===== src/rtl/load_unit_if.sv =====
// Load unit bus bundle: request, data-memory read port and writeback.
// master = requester/memory/writeback side, slave = load unit.
interface load_unit_if;
  logic        req_valid;
  logic        req_ready;
  logic [2:0]  req_funct3;
  logic [31:0] req_addr;
  logic [4:0]  req_rd;
  logic        mem_re;
  logic [31:0] mem_addr;
  logic        mem_rvalid;
  logic [31:0] mem_rdata;
  logic        wb_valid;
  logic        wb_ready;
  logic [31:0] wb_data;
  logic [4:0]  wb_rd;
  logic        misalign;
  logic        timeout;

  modport master (
    output req_valid, req_funct3, req_addr, req_rd,
    input  req_ready,
    input  mem_re, mem_addr,
    output mem_rvalid, mem_rdata,
    input  wb_valid, wb_data, wb_rd,
    output wb_ready,
    input  misalign, timeout
  );

  modport slave (
    input  req_valid, req_funct3, req_addr, req_rd,
    output req_ready,
    output mem_re, mem_addr,
    input  mem_rvalid, mem_rdata,
    output wb_valid, wb_data, wb_rd,
    input  wb_ready,
    output misalign, timeout
  );
endinterface


===== src/rtl/load_unit.sv =====
// RV32I load unit: one word read per load, byte/half extraction,
// writeback handshake, misalign and memory-timeout reporting.
module load_unit #(
  parameter int unsigned TIMEOUT = 255
) (
  input logic        clk,
  input logic        rst,
  load_unit_if.slave bus
);

  typedef enum logic [1:0] {IDLE, REQ, WAIT, RESP} state_e;

  localparam logic [7:0] LAST = 8'(TIMEOUT - 1);

  state_e      state_q, state_d;
  logic [2:0]  f3_q, f3_d;
  logic [1:0]  off_q, off_d;
  logic [4:0]  rd_q, rd_d;
  logic [31:0] addr_q, addr_d;
  logic [7:0]  cnt_q, cnt_d;
  logic [31:0] data_q, data_d;
  logic [4:0]  wbrd_q, wbrd_d;
  logic        mis_q, mis_d;
  logic        to_q, to_d;

  logic        accept;
  logic        bad;
  logic [2:0]  f3_in;
  logic [1:0]  a_lo;

  function automatic logic [31:0] extract(
    input logic [2:0]  f3,
    input logic [1:0]  off,
    input logic [31:0] w
  );
    logic [7:0]  b;
    logic [15:0] h;
    logic [31:0] r;
    unique case (off)
      2'd0: b = w[7:0];
      2'd1: b = w[15:8];
      2'd2: b = w[23:16];
      default: b = w[31:24];
    endcase
    h = off[1] ? w[31:16] : w[15:0];
    unique case (f3)
      3'b000: r = {{24{b[7]}}, b};
      3'b100: r = {24'h0, b};
      3'b001: r = {{16{h[15]}}, h};
      3'b101: r = {16'h0, h};
      default: r = w;
    endcase
    return r;
  endfunction

  assign bus.req_ready = (state_q == IDLE) && !rst;
  assign bus.mem_re    = (state_q == REQ);
  assign bus.mem_addr  = addr_q;
  assign bus.wb_valid  = (state_q == RESP);
  assign bus.wb_data   = data_q;
  assign bus.wb_rd     = wbrd_q;
  assign bus.misalign  = mis_q;
  assign bus.timeout   = to_q;

  assign accept = bus.req_valid && bus.req_ready;
  assign f3_in  = bus.req_funct3;
  assign a_lo   = bus.req_addr[1:0];

  // Classify the incoming request as illegal or misaligned
  always_comb begin
    bad = 1'b0;
    unique case (1'b1)
      (f3_in == 3'b011),
      (f3_in == 3'b110),
      (f3_in == 3'b111): bad = 1'b1;
      (f3_in == 3'b001),
      (f3_in == 3'b101): bad = a_lo[0];
      (f3_in == 3'b010): bad = (a_lo != 2'b00);
      default:           bad = 1'b0;
    endcase
  end

  // Next-state and datapath for the load sequence
  always_comb begin
    state_d = state_q;
    f3_d    = f3_q;
    off_d   = off_q;
    rd_d    = rd_q;
    addr_d  = addr_q;
    cnt_d   = cnt_q;
    data_d  = data_q;
    wbrd_d  = wbrd_q;
    mis_d   = 1'b0;
    to_d    = 1'b0;
    unique case (state_q)
      IDLE: begin
        if (accept) begin
          f3_d  = f3_in;
          off_d = a_lo;
          rd_d  = bus.req_rd;
          if (bad) begin
            mis_d = 1'b1;
          end else begin
            addr_d  = {bus.req_addr[31:2], 2'b00};
            state_d = REQ;
          end
        end
      end
      REQ: begin
        if (bus.mem_rvalid) begin
          data_d  = extract(f3_q, off_q, bus.mem_rdata);
          wbrd_d  = rd_q;
          state_d = RESP;
        end else begin
          cnt_d   = 8'd0;
          state_d = WAIT;
        end
      end
      WAIT: begin
        if (bus.mem_rvalid) begin
          data_d  = extract(f3_q, off_q, bus.mem_rdata);
          wbrd_d  = rd_q;
          state_d = RESP;
        end else if (cnt_q == LAST) begin
          to_d    = 1'b1;
          state_d = IDLE;
        end else begin
          cnt_d = cnt_q + 8'd1;
        end
      end
      default: begin
        if (bus.wb_ready) state_d = IDLE;
      end
    endcase
  end

  // State and output registers, cleared asynchronously
  always_ff @(posedge clk or posedge rst) begin
    if (rst) begin
      state_q <= IDLE;
      f3_q    <= 3'd0;
      off_q   <= 2'd0;
      rd_q    <= 5'd0;
      addr_q  <= 32'd0;
      cnt_q   <= 8'd0;
      data_q  <= 32'd0;
      wbrd_q  <= 5'd0;
      mis_q   <= 1'b0;
      to_q    <= 1'b0;
    end else begin
      state_q <= state_d;
      f3_q    <= f3_d;
      off_q   <= off_d;
      rd_q    <= rd_d;
      addr_q  <= addr_d;
      cnt_q   <= cnt_d;
      data_q  <= data_d;
      wbrd_q  <= wbrd_d;
      mis_q   <= mis_d;
      to_q    <= to_d;
    end
  end

endmodule


===== src/flat_wrapper.sv =====
// flat-port wrapper written by rule: the top's interface ports become plain ports
module load_unit_flat 
#(
  parameter int unsigned TIMEOUT = 255
)
  (clk, rst, bus_req_valid, bus_req_funct3, bus_req_addr, bus_req_rd, bus_req_ready, bus_mem_re, bus_mem_addr, bus_mem_rvalid, bus_mem_rdata, bus_wb_valid, bus_wb_data, bus_wb_rd, bus_wb_ready, bus_misalign, bus_timeout);
  load_unit_if bus_i ();
  input logic clk;
  input logic rst;
  input wire logic [$bits(bus_i.req_valid)-1:0] bus_req_valid;
  input wire logic [$bits(bus_i.req_funct3)-1:0] bus_req_funct3;
  input wire logic [$bits(bus_i.req_addr)-1:0] bus_req_addr;
  input wire logic [$bits(bus_i.req_rd)-1:0] bus_req_rd;
  output wire logic [$bits(bus_i.req_ready)-1:0] bus_req_ready;
  output wire logic [$bits(bus_i.mem_re)-1:0] bus_mem_re;
  output wire logic [$bits(bus_i.mem_addr)-1:0] bus_mem_addr;
  input wire logic [$bits(bus_i.mem_rvalid)-1:0] bus_mem_rvalid;
  input wire logic [$bits(bus_i.mem_rdata)-1:0] bus_mem_rdata;
  output wire logic [$bits(bus_i.wb_valid)-1:0] bus_wb_valid;
  output wire logic [$bits(bus_i.wb_data)-1:0] bus_wb_data;
  output wire logic [$bits(bus_i.wb_rd)-1:0] bus_wb_rd;
  input wire logic [$bits(bus_i.wb_ready)-1:0] bus_wb_ready;
  output wire logic [$bits(bus_i.misalign)-1:0] bus_misalign;
  output wire logic [$bits(bus_i.timeout)-1:0] bus_timeout;
  assign bus_i.req_valid = bus_req_valid;
  assign bus_i.req_funct3 = bus_req_funct3;
  assign bus_i.req_addr = bus_req_addr;
  assign bus_i.req_rd = bus_req_rd;
  assign bus_req_ready = bus_i.req_ready;
  assign bus_mem_re = bus_i.mem_re;
  assign bus_mem_addr = bus_i.mem_addr;
  assign bus_i.mem_rvalid = bus_mem_rvalid;
  assign bus_i.mem_rdata = bus_mem_rdata;
  assign bus_wb_valid = bus_i.wb_valid;
  assign bus_wb_data = bus_i.wb_data;
  assign bus_wb_rd = bus_i.wb_rd;
  assign bus_i.wb_ready = bus_wb_ready;
  assign bus_misalign = bus_i.misalign;
  assign bus_timeout = bus_i.timeout;
  load_unit #(.TIMEOUT(TIMEOUT)) u_core (.clk(clk), .rst(rst), .bus(bus_i));
endmodule

===== config.mk =====
export PLATFORM = sky130hd
export DESIGN_NAME = load_unit_flat
export DESIGN_NICKNAME = d
export VERILOG_FILES = /design/src/rtl/load_unit_if.sv /design/src/rtl/load_unit.sv /design/src/flat_wrapper.sv
export SDC_FILE = /design/constraint.sdc
export NUM_CORES = 1
export LEC_CHECK = 0
export BUFFER_PORTS_ARGS = -buffer_cell sky130_fd_sc_hd__buf_2
export CAP_MARGIN = 20
export CORE_UTILIZATION = 45
export DETAILED_ROUTE_END_ITERATION = 10
export GPL_ROUTABILITY_DRIVEN = 0
export GPL_TIMING_DRIVEN = 0
export PLACE_DENSITY = 0.77
export SETUP_SLACK_MARGIN = 0.5
export SLEW_MARGIN = 15
export SYNTH_ARGS = -nofsm -noshare
export SYNTH_HDL_FRONTEND = slang
export SYNTH_SLANG_ARGS = --single-unit

===== constraint.sdc =====
create_clock -name clk -period 3.5 [get_ports clk]
set_input_delay 0.7 -clock clk [delete_from_list [all_inputs] [get_ports clk]]
set_output_delay 0.7 -clock clk [all_outputs]
set_load 0.1 [all_outputs]

## Yosys cells after proc, flatten, opt, wreduce, memory -nomap -nowiden

Index checks and enable logic that the tools add are counted.

- Add/sub/neg operators: 1
- Multiply operators: 0
- Div/mod/pow operators: 0
- Magnitude comparators: 0
- Equal/unequal tests: 21
- Shifts and indexed selects: 0
- Multiplexer cells: 21
- Bitwise operators: 1
- Reduce and logical (&&, ||, !) cells: 17

Operators by type and width:

| kind | number |
|---|---|
| $pmux 32 s4 | 1 |
| $mux 8 | 3 |
| $pmux 8 s3 | 1 |
| $mux 16 | 1 |
| $pmux 8 s2 | 1 |
| $eq 3x3->1 const B | 5 |
| $mux 2 | 5 |
| $add 8x1->8 const B | 1 |
| $eq 8x8->1 const B | 1 |
| $ne 2x2->1 const B | 4 |
| $reduce_and 4->1 | 2 |
| $mux 1 | 7 |
| $eq 2x2->1 const B | 3 |
| $eq 3x1->1 const B | 2 |
| $eq 3x2->1 const B | 2 |
| $pmux 2 s3 | 1 |
| $eq 2x1->1 const B | 2 |
| $logic_not 2->1 | 2 |
| $reduce_and 2->1 | 2 |
| $reduce_bool 2->1 | 2 |
| $reduce_bool 4->1 | 1 |
| $reduce_or 2->1 | 2 |
| $logic_not 3->1 | 1 |
| $ne 3x2->1 const B | 1 |
| other kinds (7) | 8 |

- Bits in registers: 89
- Bits in latches: 0
- RAM bits: 0
- Memory bits (read-only): 0
- Output and inout port bits: 74
- Logic and storage cells: 71
- Memories kept: 0

## Longest topological paths before layout

Gate-level depths: netlist of the first run.

- Depth after elaboration: 6
- Mapped depth: 9
- Depth with buffers taken out: 6

## Worst setup path after synthesis of the first run

OpenSTA, ideal clock, no wires.

- Path kind: register to output
- Start: reg u_core.state_q[0]
- End: out bus_req_ready
- Arrival time: 2,099 ps
- Data required time: 2,800 ps
- Path slack: 701 ps
- Cell stages (with the launch flop): 4
- Path buffers: 0
- Cells stage by stage: dfrtp_1 -> inv_1 -> ha_1 -> nor2b_1

- Cells in the longest elaborated chain, start to end: 2

Ends and longest elaborated chain:

| element | line | source |
|---|---|---|
| from (decl) | load_unit.sv:15 | `state_e state_q, state_d;` |
| from (signal assigned) | load_unit.sv:151 | `state_q <= state_d;` |
| $logic_not 2->1 | load_unit.sv:56 | `assign bus.req_ready = (state_q == IDLE) && !rst;` |
| $logic_and 1x1->1 | load_unit.sv:56 |  |
| to (decl) | flat_wrapper.sv:14 | `output wire logic [$bits(bus_i.req_ready)-1:0] bus_req_ready;` |

Every way passes these cells.

## Worst setup path in the final report of the first run

Same ends and word-level chain as after synthesis.

==> results of run 1 <==
critical path: stages (launching register included):
cell	delay, ns
dfrtp_1	0.41
inv_1	0.15
ha_1	0.27
nor2b_1	0.15
buf_2	0.43
cells by family (layout without fill, tap and decap cells):
family | Yosys count | in the layout
buf+inv | 34 | 200
other cells | 1 | 2
fa+ha+maj | 6 | 6
simple gates | 136 | 136
mux | 54 | 54
xor+xnor | 2 | 2
flops | 89 | 89
compound gates | 64 | 64
cells in the final DEF (no fill, tap or decap), types with 3 or more instances in the layout:
master	Yosys	layout
buf_4	5	5
clkbuf_8	0	10
o21ai_0	14	14
buf_2	7	155
o21ai_1	3	3
dfrtp_1	89	89
or3_1	4	4
clkbuf_1	13	14
and3_1	4	4
inv_1	7	6
nor2_1	11	11
nand2b_1	3	3
o211ai_1	5	5
nand3_1	34	34
mux2_1	4	4
nor3_1	5	5
ha_1	6	6
mux2_2	50	50
a21oi_1	21	21
nand3b_1	9	9
nand2_1	55	55
per-stage QoR:
step / util [%] / hold slack, ns / instance area [um2] / worst slack, ns
finish: 59.9 / 0.457 / 5330 / 1.04
global route: 59.9 / 0.488 / 5330 / 0.951
detailed placement: 57.6 / 0.458 / 5120 / 1.30
global placement: 57.2 / 0.448 / 5080 / 1.16
CTS: 59.9 / 0.467 / 5330 / 1.03
floorplan: - / 0.433 / 4210 / 0.701
flip-flops by register name (all words and copies together), names as in the netlist:
signal,flops
u_core.bus.mem_addr,30
u_core.bus.misalign,1
u_core.bus.timeout,1
u_core.bus.wb_data,32
u_core.bus.wb_rd,5
u_core.cnt_q,8
u_core.f3_q,3
u_core.off_q,2
u_core.rd_q,5
u_core.state_q,2
final timing paths:
path	slack, ns	depth (start not counted)	start	endpoint
min	0.46	2	rst	u_core.bus.mem_addr[4]
max in group asynchronous	2.47	3	rst	u_core.bus.wb_data[14]
min in group clk	0.48	2	u_core.bus.wb_rd[1]	u_core.bus.wb_rd[1]
max reg2reg	1.38	6	u_core.state_q[0]	u_core.state_q[1]
min reg2reg	0.48	2	u_core.bus.wb_rd[1]	u_core.bus.wb_rd[1]
max	1.04	4	u_core.state_q[0]	bus_req_ready
layout make-up:
cell class                      count  area, um2
Timing Repair Buffer              150        781
Clock inverter                      5       63.8
Inverter                            7       30.0
Sequential cell                    89       2230
Tap cell                          108        135
Buffer                             27        136
Fill cell                         748       3560
Clock buffer                       11        141
Multi-Input combinational cell    264       1810
metal layers:
| layer | wire [um] | vias up | GRT usage (%) |
|---|---|---|---|
| met5 | 0 | - | 0 |
| met4 | 81 | 0 | 5.74 |
| met3 | 784 | 12 | 5.53 |
| met2 | 5120 | 154 | 37.9 |
| met1 | 4470 | 1683 | 29.6 |
| li1 | - | 1679 | - |
Yosys cell counts (3+ instances only):
cell type	count	area [um2]
a21oi_1	21	105
inv_1	7	26.3
and3_1	4	25.0
nand2b_1	3	18.8
buf_4	5	37.5
o21ai_0	14	70.1
mux2_1	4	45.0
ha_1	6	75.1
nor3_1	5	25.0
clkbuf_1	13	48.8
mux2_2	50	563
o21ai_1	3	15.0
o211ai_1	5	37.5
buf_2	7	35.0
nand2_1	55	206
nand3_1	34	170
nand3b_1	9	67.6
dfrtp_1	89	2230
or3_1	4	25.0
nor2_1	11	41.3
==> run summary, run 1 <==
outcome = complete, no violations
sequential area share after synthesis = 53.0%
number of antenna-violating nets in the routed design = 0
Final TNS setup = 0 ns
Syn. warnings = 0
PortBufs = 148
instance count of the mapped netlist = 386
number of distinct library cell variants in the gate-level netlist after synthesis = 50
share of the cycle needed by the critical path after routing = 70.4%
initial core utilization = 47.2%
worst min-delay path category = primary input to async pin
area of the die = 9720 um2
FFs w/ async S/R, synth = 100%
required arrival time at the worst endpoint = 2.80 ns
setup repair after global routing missed its margin = false
final-report hold violation count = 0
main combinational cell family by area after synthesis = simple AND/OR/NAND/NOR gates
Data arrival, critical path = 1.76 ns
Clock Skew = 0.00872 ns
clock insertion delay at the later pin of the skew report = 0.35 ns
1st-iter DRT viols = 140
Crit Path Max Fanout = 5
count of hold buffers inserted by post-cts repair = 0
placed wire-length estimate = 8080 um
multiplexer share of the synthesized area = 14.5%
max-capacitance violation count = 0
global-route wire length before repair = 17300 um
post-CTS setup repair buffer count = 0
final setup fails = 0
area inside the core boundary = 8890 um2
endpoint class of the critical path = primary output
post-DR vias/cell = 5.34
H-tree depth reported by CTS = 3
Max Clock Freq = 406 MHz
count of cells resized by post-cts repair = 0
Placed Instances = 645
final-stage net count = 631
height of the die = 98.6 um
Worst Setup Start Kind = flop
initial antenna violation count = 0
Num CTS Buffers = 9
remaining design rule violation count = 0
floorplan die width = 98.6 um
CTS sink cnt = 89
Slew @ Worst Pin = 0.702 ns
diodes inserted = 0
adder-cell area share of the yosys netlist = 1.79%
clock buffer depth = 2
GRT overflow = 0
pin count of the biggest net entering global routing = 32
io pins = 151
fraction of final layout cells with drive strength greater than 1 = 43.4%
time the worst path needs with I/O delays and setup = 2.46 ns
layout overhead on the synthesized area = 26.9%
critical path class = flop to primary output
area share of and/or/nand/nor cells after synthesis = 15.9%
Worst slew margin = 53.1%
Synth Cell Area = 4200 um2
Main synth FF type = dfrtp_1
routed wirelength normalized by instance count = 15.8 um
Detailed Route WL = 10500 um
compound-gate portion of the synthesized area = 10.4%
register bit count reported by yosys = 89
Clk pin slew, worst setup/hold paths = 0.09 ns
Pre-antenna DRT Iters = 4
clock tree root driver cell = clkbuf_8
number of flops mapped to enable cells by yosys = 0
number of vias in the routed layout = 3528
number of cells in the finished layout apart from fillers = 661
parity-gate share of the synthesized area counting xor and xnor cells = 0.417%
TritonCTS clock tree = built
number of pins exceeding their max-slew limit in the final report = 0
gr usage total = 22.6%
syn_area_per_cell = 10.9 um2
number of rows created at floorplan = 34
number of global-route vias before repair = 3551
Power of run 1 is not shown: default switching activity piles up to over one toggle a cycle in this logic, so the estimate is an artifact.
==> inputs of run 2 (changes only) <==
PLACE_DENSITY = 0.79   (was 0.77)
clock period = 2.2 ns   (was 3.5 ns; I/O delays follow)
==> run 2 against run 1 <==
  * Non-clock buffer count grew 23
  * Design area up 9.1%
  * Sequential share of layout area shrank 3.5 points
  * Final cell count increased by 3.5%
  * Flip-flop and latch count did not move
  * Register-to-register slack got worse by 1.0 ns
  * Critical endpoint is now u_core.state_q[1]
==> run summary, run 2 (same netlist as run 1, synthesis figures left out) <==
outcome = complete, no violations (unchanged)
PortBufs = 148 (unchanged)
1st-iter DRT viols = 143 (was 140)
pin count of the biggest net entering global routing = 35 (was 32)
number of global-route vias before repair = 3636 (was 3551)
final-report hold violation count = 0 (unchanged)
clock insertion delay at the later pin of the skew report = 0.36 ns (was 0.35 ns)
initial antenna violation count = 0 (unchanged)
final setup fails = 0 (unchanged)
H-tree depth reported by CTS = 3 (unchanged)
count of hold buffers inserted by post-cts repair = 0 (unchanged)
final-stage net count = 654 (was 631)
Final TNS setup = 0 ns (unchanged)
required arrival time at the worst endpoint = 2.45 ns (was 2.80 ns)
number of pins exceeding their max-slew limit in the final report = 0 (unchanged)
gr usage total = 22.5% (was 22.6%)
number of vias in the routed layout = 3628 (was 3528)
number of rows created at floorplan = 34 (unchanged)
startpoint of the worst setup timing path = u_core.state_q[0] (unchanged)
Detailed Route WL = 11000 um (was 10500 um)
number of antenna-violating nets in the routed design = 0 (unchanged)
setup slack of the most critical reg-to-reg path = 0.34 ns (was 1.38 ns)
Data arrival, critical path = 2.11 ns (was 1.76 ns)
placed wire-length estimate = 7980 um (was 8080 um)
termination of the worst setup path = u_core.state_q[1] (was bus_req_ready)
clock tree root driver cell = clkbuf_8 (unchanged)
remaining design rule violation count = 0 (unchanged)
leading cell types in the layout, fill and taps excluded = 149 x buf_2, 89 x dfrtp_1, 55 x nand2_1 (was 155 x buf_2, 89 x dfrtp_1, 55 x nand2_1)
Worst slew margin = 64.5% (was 53.1%)
floorplan die width = 98.6 um (unchanged)
endpoint of the most critical register-to-register path = u_core.state_q[1] (unchanged)
area inside the core boundary = 8890 um2 (unchanged)
max reg flops = 32 (unchanged)
layout overhead on the synthesized area = 38.4% (was 26.9%)
area of the die = 9720 um2 (unchanged)
TritonCTS clock tree = built (unchanged)
commonest non-fill, non-tap cell in the layout = buf_2 (unchanged)
clock buffer depth = 2 (unchanged)
share of the cycle needed by the critical path after routing = 84.7%
endpoint class of the critical path = flop (was primary output)
Crit Path Max Fanout = 5 (unchanged)
fraction of final layout cells with drive strength greater than 1 = 54.0% (was 43.4%)
Num CTS Buffers = 9 (unchanged)
Worst Reg2Reg Path Length in Cells = 6 (unchanged)
GRT overflow = 0 (unchanged)
Pre-antenna DRT Iters = 4 (unchanged)
post-DR vias/cell = 5.30 (was 5.34)
io pins = 151 (unchanged)
critical path class = flop to flop (was flop to primary output)
diodes inserted = 0 (unchanged)
height of the die = 98.6 um (unchanged)
max-capacitance violation count = 0 (unchanged)
time the worst path needs with I/O delays and setup = 1.86 ns
source of the worst register-to-register timing path = u_core.state_q[0] (unchanged)
setup repair after global routing missed its margin = true (was false)
Clk pin slew, worst setup/hold paths = 0.09 ns (about the same)
Clock Skew = 0.0105 ns (was 0.00872 ns)
worst min-delay path category = primary input to async pin (unchanged)
global-route wire length before repair = 17300 um (about the same)
initial core utilization = 47.2% (unchanged)
routed wirelength normalized by instance count = 16.1 um (was 15.8 um)
Max Clock Freq = 537 MHz
Slew @ Worst Pin = 0.531 ns (was 0.702 ns)
Worst Setup Start Kind = flop (unchanged)
CTS sink cnt = 89 (unchanged)
[run 2: final cells by class]
cell class | instances | area [um2]
fillers | 693 | 3080
multi-input cells | 264 | 2030
inverters | 7 | 30.0
plain buffers | 27 | 200
well taps | 108 | 135
repair buffers | 173 | 1010
clock inverters | 6 | 45.0
clock buffers | 10 | 128
flip-flops and latches | 89 | 2230
[run 2: worst min path at each step]
stage              startpoint  slack [ns]                      end
6_report                  rst        0.17   u_core.bus.mem_addr[5]
5_1_grt                   rst        0.18   u_core.bus.mem_addr[8]
4_1_cts                   rst        0.15  u_core.bus.mem_addr[30]
3_5_place_dp   u_core.rd_q[1]        0.45      u_core.bus.wb_rd[1]
3_3_place_gp   u_core.rd_q[1]        0.44      u_core.bus.wb_rd[1]
2_1_floorplan  u_core.rd_q[0]        0.43      u_core.bus.wb_rd[0]
[run 2: worst max-delay path: stages (launching register included)]
cell and delay (ns):
dfrtp_1 0.41, inv_2 0.11, ha_4 0.17, nand3b_1 0.15, o21bai_4 0.25, a221oi_4 0.34
mux2_4 0.33
[run 2: stage by stage]
step | instances | worst slack [ns] | utilization (%) | area (um2) | hold WS, ns
floorplan | 387 | 0.406 | - | 4270 | 0.433
global placement | 643 | 0.101 | 57.9 | 5150 | 0.440
detailed placement | 645 | 0.148 | 58.4 | 5190 | 0.451
CTS | 679 | 0.357 | 63.7 | 5660 | 0.155
global route | 684 | 0.287 | 65.4 | 5810 | 0.183
finish | 684 | 0.337 | 65.4 | 5810 | 0.168
[run 2: repair_timing]
| action | 4_1_cts | 5_1_grt |
|---|---|---|
| endpoints found under the hold margin | 0 | 0 |
| setup buffers | 17 | 5 |
| endpoints found under the setup margin | 84 | 82 |
| gates resized for setup | 40 | 37 |
| cloned | 1 | 0 |
| pin swaps | 4 | 8 |
[run 2: routing by layer]
layer	vias to the layer above	GRT usage, %	part of all wire, %
met5	-	0	0
met1	1750	29.0	42
met4	0	7.81	2.3
met3	24	4.82	4.9
met2	128	37.6	50
li1	1726	-	-
Power of run 2 is left out for the same reason.
==> inputs of run 3 (changes only) <==
clock period = 1.56 ns   (was 2.2 ns; I/O delays follow)
==> run 3 against run 2 <==
  * The run now ends with setup timing left
  * Via count increased by 18%
  * Maximum frequency decreased by 2.1%
  * Design area increased by 35%
  * First-iteration DRC count increased by 54%
  * Critical path type unchanged
  * Critical endpoint is now u_core.cnt_q[4]
  * Largest cell class is now non-clock buffers
==> run summary, run 3 (same netlist as run 1, synthesis figures left out) <==
clock tree root driver cell = clkbuf_8 (unchanged)
Data arrival, critical path = 2.15 ns (was 2.11 ns)
number of rows created at floorplan = 34 (unchanged)
placed wire-length estimate = 7980 um (about the same)
Num CTS Buffers = 9 (unchanged)
number of global-route vias before repair = 4386 (was 3636)
commonest non-fill, non-tap cell in the layout = buf_2 (unchanged)
Clk pin slew, worst setup/hold paths = 0.09 ns (about the same)
worst setup slack after layout = -0.343 ns (was 0.337 ns)
initial antenna violation count = 0 (unchanged)
CTS sink cnt = 89 (unchanged)
final setup fails = 83 (was 0)
io pins = 151 (unchanged)
clock buffer depth = 2 (unchanged)
H-tree depth reported by CTS = 3 (unchanged)
setup repair after global routing missed its margin = true (unchanged)
Crit Path Max Fanout = 6 (was 5)
endpoint of the most critical register-to-register path = u_core.cnt_q[4] (was u_core.state_q[1])
gr usage total = 29.9% (was 22.5%)
number of vias in the routed layout = 4270 (was 3628)
critical path class = flop to flop (unchanged)
utilization of the core after routing = 88.2% (was 65.4%)
diodes inserted = 0 (unchanged)
clock insertion delay at the later pin of the skew report = 0.36 ns (about the same)
max-capacitance violation count = 0 (unchanged)
area inside the core boundary = 8890 um2 (unchanged)
TritonCTS clock tree = built (unchanged)
share of the cycle needed by the critical path after routing = 122% (was 84.7%)
height of the die = 98.6 um (unchanged)
max reg flops = 32 (unchanged)
PortBufs = 148 (unchanged)
number of pins exceeding their max-slew limit in the final report = 0 (unchanged)
slowest cell on the critical path = dfrtp_1 (unchanged)
Post-Place Worst Slack = -0.441 ns (was 0.148 ns)
global-route wire length before repair = 22600 um (was 17300 um)
endpoint class of the critical path = flop (unchanged)
routed wirelength normalized by instance count = 23.3 um (was 16.1 um)
post-DR vias/cell = 5.93 (was 5.30)
count of hold buffers inserted by post-cts repair = 0 (unchanged)
violations in the final reports = setup timing
Max Clock Freq = 525 MHz (was 537 MHz)
layout overhead on the synthesized area = 86.8% (was 38.4%)
leading cell types in the layout, fill and taps excluded = 79 x buf_2, 77 x buf_12, 69 x dfrtp_2 (was 149 x buf_2, 89 x dfrtp_1, 55 x nand2_1)
floorplan die width = 98.6 um (unchanged)
outcome = finished, violations left (was complete, no violations)
source of the worst register-to-register timing path = u_core.state_q[1] (was u_core.state_q[0])
Detailed Route WL = 16800 um (was 11000 um)
worst-path cell chain = buf_6, ha_4, buf_8, buf_6, a311o_1, buf_4, o21ai_0, a21oi_1 (was inv_2, ha_4, nand3b_1, o21bai_4, a221oi_4, mux2_4)
Clock Skew = 0.0123 ns (was 0.0105 ns)
pin count of the biggest net entering global routing = 36 (was 35)
fraction of final layout cells with drive strength greater than 1 = 74.7% (was 54.0%)
Worst slew margin = 57.9% (was 64.5%)
final-stage net count = 690 (was 654)
Worst Reg2Reg Path Length in Cells = 8 (was 6)
setup slack of the most critical reg-to-reg path = -0.34 ns (was 0.34 ns)
Worst Setup Start Kind = flop (unchanged)
1st-iter DRT viols = 220 (was 143)
GRT overflow = 0 (unchanged)
worst min-delay path category = primary input to async pin (unchanged)
time the worst path needs with I/O delays and setup = 1.90 ns (was 1.86 ns)
CP peak stage delay = 0.46 ns (was 0.41 ns)
number of antenna-violating nets in the routed design = 0 (unchanged)
Slew @ Worst Pin = 0.630 ns (was 0.531 ns)
initial core utilization = 47.2% (unchanged)
Worst path most repeated cell = buf_6
final-report hold violation count = 0 (unchanged)
Pre-antenna DRT Iters = 5 (was 4)
remaining design rule violation count = 0 (unchanged)
area of the die = 9720 um2 (unchanged)
required arrival time at the worst endpoint = 1.81 ns (was 2.45 ns)
run 3: cell count changes in the layout (fill, tap and decap cells not counted), moves of 10 or more:
cell	change
dfrtp_2	+69
nand2_1	-12
o21ai_0	-11
buf_2	-70
buf_4	+10
buf_12	+72
nand2_2	+10
dfrtp_1	-69
buf_8	+10
run 3: layout make-up:
| class | count | area [um2] |
|---|---|---|
| plain buffers | 27 | 359 |
| clock buffers | 12 | 155 |
| clock inverters | 4 | 75.1 |
| fillers | 342 | 1050 |
| inverters | 7 | 30.0 |
| multi-input cells | 264 | 2250 |
| flip-flops and latches | 89 | 2310 |
| well taps | 108 | 135 |
| repair buffers | 209 | 2520 |
run 3: worst max-delay path by stage:
stage	start	to	slack (ns)	cells after the start
global placement	rst	u_core.bus.wb_data[22]	-0.52	2
detailed placement	u_core.state_q[0]	u_core.state_q[1]	-0.44	6
global route	u_core.state_q[1]	u_core.cnt_q[4]	-0.42	8
floorplan	u_core.state_q[0]	u_core.state_q[1]	-0.23	6
CTS	u_core.state_q[0]	u_core.bus.wb_data[24]	-0.23	9
finish	u_core.state_q[1]	u_core.cnt_q[4]	-0.34	8
run 3: routing by layer:
metal,vias up,global-route usage [%],routed length (um)
met5,-,0,0
met4,0,11.5,729
met3,72,5.46,1160
met2,272,55.5,9170
met1,2125,34.2,5740
li1,1801,-,-
run 3: critical path, delay by kind of cell (launching register included):
| family | cells | cell delay (ns) |
|---|---|---|
| adders and majority gates | 1 | 0.15 |
| AOI/OAI and AO/OA | 3 | 0.61 |
| DFF | 1 | 0.46 |
| buffers and inverters | 4 | 0.57 |
run 3: what timing repair did:
item / 4_1_cts / 5_1_grt
pin swaps: 13 / 17
endpoints found under the setup margin: 161 / 165
buffers inserted: 29 / 18
cloned: 8 / 4
endpoints found under the hold margin: 0 / 0
resized for setup: 367 / 66
run 3: through the flow:
| step | cell area (um2) | TNS [ns] | cells | hold WS, ns |
|---|---|---|---|---|
| 6_report | 7840 | -19.33 | 720 | 0.0636 |
| 5_1_grt | 7840 | -22.26 | 720 | 0.106 |
| 4_1_cts | 7350 | -8.09 | 698 | 0.0549 |
| 3_5_place_dp | 5370 | -21.03 | 645 | 0.447 |
| 3_3_place_gp | 5330 | -60.97 | 643 | 0.441 |
| 2_1_floorplan | 4450 | -8.26 | 387 | 0.432 |
Power of run 3 is left out for the same reason.
